<file path="src/rtl/io_hub.sv">
// -----------------------------------------------------------------------------
// io_hub -- memory-mapped IO subsystem for the single-cycle CPU.
//
// Gives the CPU one halfword-register window onto the board LEDs, switches and
// push buttons. Switches and buttons are brought into the clock domain with two
// flops each. Every button is then debounced by its own counter. A rising
// debounced level raises a sticky event flag. A rising button 0 ("submit") also
// captures a snapshot of the synchronised switches.
//
// Register map (byte address, halfword registers; odd addresses read 0):
//   0x0 LED[15:0]           R/W
//   0x2 LED[LED_W-1:16]     R/W
//   0x4 SW_sync[15:0]       R
//   0x6 SW_sync[SW_W-1:16]  R
//   0x8 btn_level           R
//   0xA event flags         R (read-clear), W1C
//   0xC snapshot[15:0]      R
//   0xE snapshot[SW_W-1:16] R
//
// Ports:
//   clock          system (CPU) clock
//   reset          synchronous, active-high reset; priority over everything
//   io_sel         address decoded to the IO hub region
//   io_read        CPU IO read strobe
//   io_write       CPU IO write strobe
//   addr[3:0]      low byte-address bits
//   wdata[15:0]    write data
//   rdata[15:0]    read data, combinational from registered state
//   switches       raw board switches
//   buttons        raw board buttons
//   leds           LED drive, registered
//   btn_level      debounced button levels
//   event_pending  OR of all event flags, registered
// -----------------------------------------------------------------------------
module io_hub #(
    parameter int LED_W        = 24,  // 1..32
    parameter int SW_W         = 24,  // 1..32
    parameter int BTN_N        = 2,   // 1..16
    parameter int DEBOUNCE_CYC = 20   // >= 2
) (
    input  logic              clock,
    input  logic              reset,
    input  logic              io_sel,
    input  logic              io_read,
    input  logic              io_write,
    input  logic [3:0]        addr,
    input  logic [15:0]       wdata,
    output logic [15:0]       rdata,
    input  logic [SW_W-1:0]   switches,
    input  logic [BTN_N-1:0]  buttons,
    output logic [LED_W-1:0]  leds,
    output logic [BTN_N-1:0]  btn_level,
    output logic              event_pending
);

    localparam int              CNT_W    = $clog2(DEBOUNCE_CYC);
    localparam logic [CNT_W-1:0] CNT_LAST = CNT_W'(DEBOUNCE_CYC - 1);

    localparam logic [3:0] ADDR_LED_LO  = 4'h0;
    localparam logic [3:0] ADDR_LED_HI  = 4'h2;
    localparam logic [3:0] ADDR_SW_LO   = 4'h4;
    localparam logic [3:0] ADDR_SW_HI   = 4'h6;
    localparam logic [3:0] ADDR_BTN     = 4'h8;
    localparam logic [3:0] ADDR_EVT     = 4'hA;
    localparam logic [3:0] ADDR_SNAP_LO = 4'hC;
    localparam logic [3:0] ADDR_SNAP_HI = 4'hE;

    // ------------------------------------------------------------------------
    // State
    // ------------------------------------------------------------------------
    logic [LED_W-1:0] leds_q,   leds_d;
    logic [SW_W-1:0]  sw_sync1_q, sw_sync2_q;
    logic [BTN_N-1:0] btn_sync1_q, btn_sync2_q;
    logic [CNT_W-1:0] cnt_q [BTN_N];
    logic [CNT_W-1:0] cnt_d [BTN_N];
    logic [BTN_N-1:0] stable_q, stable_d;
    logic [BTN_N-1:0] flag_q,   flag_d;
    logic [SW_W-1:0]  snap_q,   snap_d;
    logic             pending_q;

    // ------------------------------------------------------------------------
    // Bus decode
    // ------------------------------------------------------------------------
    logic rd_en, wr_en;
    assign rd_en = io_sel && io_read;
    assign wr_en = io_sel && io_write;

    // Zero-extended views let both halves be handled uniformly for any width;
    // bits above the real field width simply read as zero.
    logic [31:0] led_ext, sw_ext, snap_ext;
    assign led_ext  = 32'(leds_q);
    assign sw_ext   = 32'(sw_sync2_q);
    assign snap_ext = 32'(snap_q);

    // ------------------------------------------------------------------------
    // LED write path
    // ------------------------------------------------------------------------
    logic [31:0] led_wr;

    always_comb begin
        // NOTE: every combinationally assigned signal gets a default first so
        // that no path leaves it unassigned, which would infer a latch.
        led_wr = led_ext;
        if (wr_en) begin
            case (addr)
                ADDR_LED_LO: led_wr[15:0]  = wdata;
                ADDR_LED_HI: led_wr[31:16] = wdata;
                default:     ;
            endcase
        end
        // Truncation drops bits beyond LED_W, so they are write-ignored.
        leds_d = led_wr[LED_W-1:0];
    end

    // ------------------------------------------------------------------------
    // Debounce: a button's stable level follows its synchronised input only
    // after the input has disagreed with it for DEBOUNCE_CYC consecutive edges.
    // Any agreement in between restarts the count.
    // ------------------------------------------------------------------------
    always_comb begin
        stable_d = stable_q;
        for (int i = 0; i < BTN_N; i++) begin
            cnt_d[i] = cnt_q[i];
            if (btn_sync2_q[i] == stable_q[i]) begin
                cnt_d[i] = '0;
            end else if (cnt_q[i] == CNT_LAST) begin
                stable_d[i] = btn_sync2_q[i];
                cnt_d[i]    = '0;
            end else begin
                cnt_d[i] = cnt_q[i] + CNT_W'(1);
            end
        end
    end

    // ------------------------------------------------------------------------
    // Events and snapshot
    // ------------------------------------------------------------------------
    logic [BTN_N-1:0] rise;
    logic [BTN_N-1:0] clr_mask;
    logic             evt_rd_clr, evt_wr_clr;

    assign rise       = stable_d & ~stable_q;
    assign evt_rd_clr = rd_en && (addr == ADDR_EVT);
    assign evt_wr_clr = wr_en && (addr == ADDR_EVT);

    // A read clears exactly the bits it returns (the current flags). A write
    // clears the bits set in wdata. The rise term is OR-ed in last, so a new
    // event on the same edge as a clear survives.
    assign clr_mask = ({BTN_N{evt_rd_clr}} & flag_q)
                    | ({BTN_N{evt_wr_clr}} & wdata[BTN_N-1:0]);
    assign flag_d   = (flag_q & ~clr_mask) | rise;

    // The snapshot takes the synchronised switches as they were before the
    // submit edge, not the value being loaded into the sync stage on it.
    assign snap_d = rise[0] ? sw_sync2_q : snap_q;

    // ------------------------------------------------------------------------
    // Read mux: combinational so a single-cycle CPU sees data in the same cycle
    // ------------------------------------------------------------------------
    always_comb begin
        rdata = '0;
        if (rd_en) begin
            case (addr)
                ADDR_LED_LO:  rdata = led_ext[15:0];
                ADDR_LED_HI:  rdata = led_ext[31:16];
                ADDR_SW_LO:   rdata = sw_ext[15:0];
                ADDR_SW_HI:   rdata = sw_ext[31:16];
                ADDR_BTN:     rdata = 16'(stable_q);
                ADDR_EVT:     rdata = 16'(flag_q);
                ADDR_SNAP_LO: rdata = snap_ext[15:0];
                ADDR_SNAP_HI: rdata = snap_ext[31:16];
                default:      rdata = '0;
            endcase
        end
    end

    // ------------------------------------------------------------------------
    // Registers
    // ------------------------------------------------------------------------
    // NOTE: sequential state uses non-blocking assignments only, so every flop
    // samples pre-edge values and the two sync stages form a real shift chain.
    always_ff @(posedge clock) begin
        if (reset) begin
            leds_q      <= '0;
            sw_sync1_q  <= '0;
            sw_sync2_q  <= '0;
            btn_sync1_q <= '0;
            btn_sync2_q <= '0;
            stable_q    <= '0;
            flag_q      <= '0;
            snap_q      <= '0;
            pending_q   <= 1'b0;
            // NOTE: the counter array is small flop storage, not RAM, and is
            // reset so that a reset mid-debounce discards any partial count.
            for (int i = 0; i < BTN_N; i++) begin
                cnt_q[i] <= '0;
            end
        end else begin
            leds_q      <= leds_d;
            sw_sync1_q  <= switches;
            sw_sync2_q  <= sw_sync1_q;
            btn_sync1_q <= buttons;
            btn_sync2_q <= btn_sync1_q;
            stable_q    <= stable_d;
            flag_q      <= flag_d;
            snap_q      <= snap_d;
            // Built from the flag next-state so it changes on the same edge
            // as the flags rather than one cycle later.
            pending_q   <= |flag_d;
            for (int i = 0; i < BTN_N; i++) begin
                cnt_q[i] <= cnt_d[i];
            end
        end
    end

    assign leds          = leds_q;
    assign btn_level     = stable_q;
    assign event_pending = pending_q;

endmodule

</file>
<file path="config.mk">
export PLATFORM = sky130hd
export DESIGN_NAME = io_hub
export DESIGN_NICKNAME = d
export VERILOG_FILES = /design/src/rtl/io_hub.sv
export SDC_FILE = /design/constraint.sdc
export NUM_CORES = 1
export LEC_CHECK = 0
export BUFFER_PORTS_ARGS = -buffer_cell sky130_fd_sc_hd__buf_2
export CAP_MARGIN = 30
export CELL_PAD_IN_SITES_DETAIL_PLACEMENT = 0
export CELL_PAD_IN_SITES_GLOBAL_PLACEMENT = 1
export CORE_MARGIN = 4
export CORE_UTILIZATION = 40
export DETAILED_ROUTE_END_ITERATION = 8
export PLACE_DENSITY = 0.9
export SETUP_SLACK_MARGIN = 0.5
export SYNTH_ARGS = -nofsm -noshare
export SYNTH_HDL_FRONTEND = slang
export SYNTH_SLANG_ARGS = --single-unit
</file>
<file path="constraint.sdc">
create_clock -name clock -period 2 [get_ports clock]
set_input_delay 0.1 -clock clock [delete_from_list [all_inputs] [get_ports clock]]
set_output_delay 0.1 -clock clock [all_outputs]
set_load 0.01 [all_outputs]
</file>
==> flow_summary.toml <==
[route]
wl_met3_um = 666
wl_met2_um = 5246
first_pass_iters = 6
drc = 0
post_drt_via_cell_ratio = 4.910
drtAntennaViolNets = 0
drtIter0Drc = 262
wl_met1_um = 5055
wl_per_cell_um = 14.66
vias = 3746
highest_layer = "met4"
detail_route.wirelength_um = 11180

[setup_path]
critical_path_required_ns = 1.90
end_kind = "primary output"
reg2reg_slack_ns = 0.43
critPathMaxFanout = 2
reg2reg_from = "cnt_q[0][1]$_SDFF_PP0_"
r2r-end = "snap_q[0]$_SDFFE_PP0P_"
crit_arrival_ns = 1.64
crit_type = "reg -> out"
cp-endpoint = "rdata[7]"
start_kind = "flop"
reg2reg_depth = 6
crit_start = "sw_sync2_q[23]$_SDFF_PP0_"

[floorplan]
core_area_mm2 = 0.01042
floorplan.initialDensity = 0.4160
io_pins = 94
row_count = 37
dieArea_mm2 = 0.01256
die_h_um = 112.1
dieWidth_um = 112.1

[pwr]
p_sw_mw = 1.193
ir_drop_mv = 0.6160
power_frac_seq = 0.420
netSwitchingFraction = 0.2107
p_per_area_mw_per_mm2 = 892.4
internal_power_mw = 4.469
comb_power_share = 0.054
clkPwrFrac = 0.526
total_leakage_power_nw = 2.706

[clock_tree]
clock_sinks = 115
path_clk_slew_ns = 0.06
clk_latency_ns = 0.50
clockBufferDepth = 2
h-tree-depth = 4
cts_made_buffers = 17
clockRootBuffer = "clkbuf_8"
cts_tree = "yes"

[grt]
grt_pass1_vias = 3416
grt_max_degree = 46
antenna_found_initial = 0
track_usage = 0.1669
overflow = 0
grt_pass1_wl_um = 17240

[worst_hold_path]
hold_path_class = "in -> reg"
whs_path_depth = 2

[timing]
setup_viol = 0
rsz0062_at_grt = "yes"
min_period_ns = 1.744
tns_ns = 0
timing.final.hold_violations = 0
fin_crit_sh = 0.8722
clock_skew_ns = 0.004089
max_slew_margin = 0.5970
max_freq_mhz = 573.2
drv_slew = 0
worst_slew_pin_slew_ns = 0.6028

[outcome]
status = "finished, final reports clean"

[yosys]
syn_inst = 467
synth_largest_area_cell = "dfxtp_1"
synth-edff-count = 0
syn_area_per_cell_um2 = 9.278
synthFlopType = "dfxtp_1"
synth_top_area_share = 0.5313
yosys_warnings = 0
syn_nets = 520
synth_area_leaders = "dfxtp_1 53%, nand2_1 7.5%, nor2b_1 7.5%, a21oi_1 5.7%, mux2i_1 4.4%"
ys_types = 40
synth-seq-cells = 115
synth_most_common_cell = "dfxtp_1"
synth_commonest_cells = "115 x dfxtp_1, 87 x nand2_1, 52 x nor2b_1"
async_reset_ff_frac = 0
netlist_area_mm2 = 0.004333
ys_seq_area_frac = 0.5313

[job]
maxCapViolCount = 0

[placed_design]
place_congestion = 0.8137
hpwl_um = 7248
port_buffers = 93

[layout]
multiInputGateArea_mm2 = 0.002077
regArea_mm2 = 0.002338
diodes = 0
syn_to_final_growth_pct = 46.43
n_fill_cell = 850
post-route-util = 0.6091
finalNetCount = 668
drive_above_1_share = 0.3668
-- metal layers --
layer / GRT usage / vias up
li1: - / 1877
met1: 0.2326 / 1731
met2: 0.2527 / 120
met3: 0.04043 / 18
met4: 0.06010 / 0
met5: 0 / -
-- cells by family (layout without fill, tap and decap cells) --
group	after synthesis	count (layout)	share of synthesized area
mux	23	23	0.05948
compound gates	78	78	0.1094
simple gates	206	206	0.2379
buf+inv	35	195	0.03985
flops	115	115	0.5313
xor+xnor	8	8	0.01617
fa+ha+maj	2	2	0.005774
-- worst min path at each step --
stage | startpoint | to
2_1_floorplan | buttons[0] | btn_sync1_q[0]$_SDFF_PP0_
3_3_place_gp | switches[13] | sw_sync1_q[13]$_SDFF_PP0_
3_5_place_dp | switches[8] | sw_sync1_q[8]$_SDFF_PP0_
4_1_cts | reset | flag_q[1]$_SDFF_PP0_
5_1_grt | reset | btn_sync2_q[1]$_SDFF_PP0_
6_report | reset | btn_sync2_q[1]$_SDFF_PP0_
-- power groups by stage --
stage                     Sequential, mW  Combinational [mW]  Clock (mW)
after floorplan                     2.41               0.135           0
final                               2.38               0.303        2.98
after detailed placement            2.42               0.224           0
after CTS                           2.37               0.289        3.03
after global placement              2.42               0.220           0
after global routing                2.38               0.333        3.15
-- registers in the layout (all words and copies together) (netlist names) --
register / flops
event_pending: 1
leds: 24
sw_sync2_q: 24
btn_sync2_q: 2
flag_q: 2
snap_q: 24
btn_sync1_q: 2
sw_sync1_q: 24
cnt_q: 10
btn_level: 2
-- repair_timing --
action	in CTS	in global routing
cloned	0	3
setup endpoints to repair	32	44
hold endpoints to repair	50	0
resized for setup	29	67
setup buffers	4	6
pin swaps	7	34
hold buffers	42	0
-- layout by cell type, fill, tap and decap left out, types with 3 or more instances in the layout --
master and count:
dfxtp_2 26, dlygate4sd3_1 42, xor2_1 4, nand2_4 10
mux2i_1 19, nor2_1 37, o21ai_0 4, buf_4 19
xnor2_1 4, nand2_1 73, clkbuf_16 18, nand3_1 10
clkinvlp_4 3, o21ai_1 4, inv_1 3, dfxtp_1 88
buf_2 91, nor2b_1 52, nand3b_1 4, clkbuf_8 3
clkinv_2 3, inv_6 3, a21oi_2 21, nand2_2 4
a21oi_1 28, bufinv_16 3, buf_6 5, a222oi_1 11
-- area by class of cell --
class / instances / area share
sequential: 115 / 0.3686
inverter: 3 / 0.001775
clock inverter: 12 / 0.02426
timing repair buffer: 161 / 0.1816
multi-input combinational: 317 / 0.3274
tap: 136 / 0.02682
clock buffer: 19 / 0.06961
-- critical path: stages (launching register included) --
cell and delay [ns]:
dfxtp_2 0.33, mux2_2 0.28, a22oi_2 0.17, a2bb2oi_2 0.15, nor2_1 0.07, buf_2 0.15
-- metrics by stage --
step / instances / hold slack, ns / area [um^2] / setup slack, ns / power (mW)
after floorplan: 467 / 0.2282 / 4333 / 0.5379 / 2.545
after global placement: 676 / 0.3093 / 4900 / 0.05528 / 2.640
after detailed placement: 677 / 0.3155 / 4907 / 0.3202 / 2.645
after CTS: 754 / 0.01578 / 6001 / 0.2521 / 5.688
after global routing: 763 / 0.04052 / 6345 / 0.2099 / 5.867
final: 763 / 0.02635 / 6345 / 0.2555 / 5.662
No activity file was read; power rests on OpenSTA's default activity.
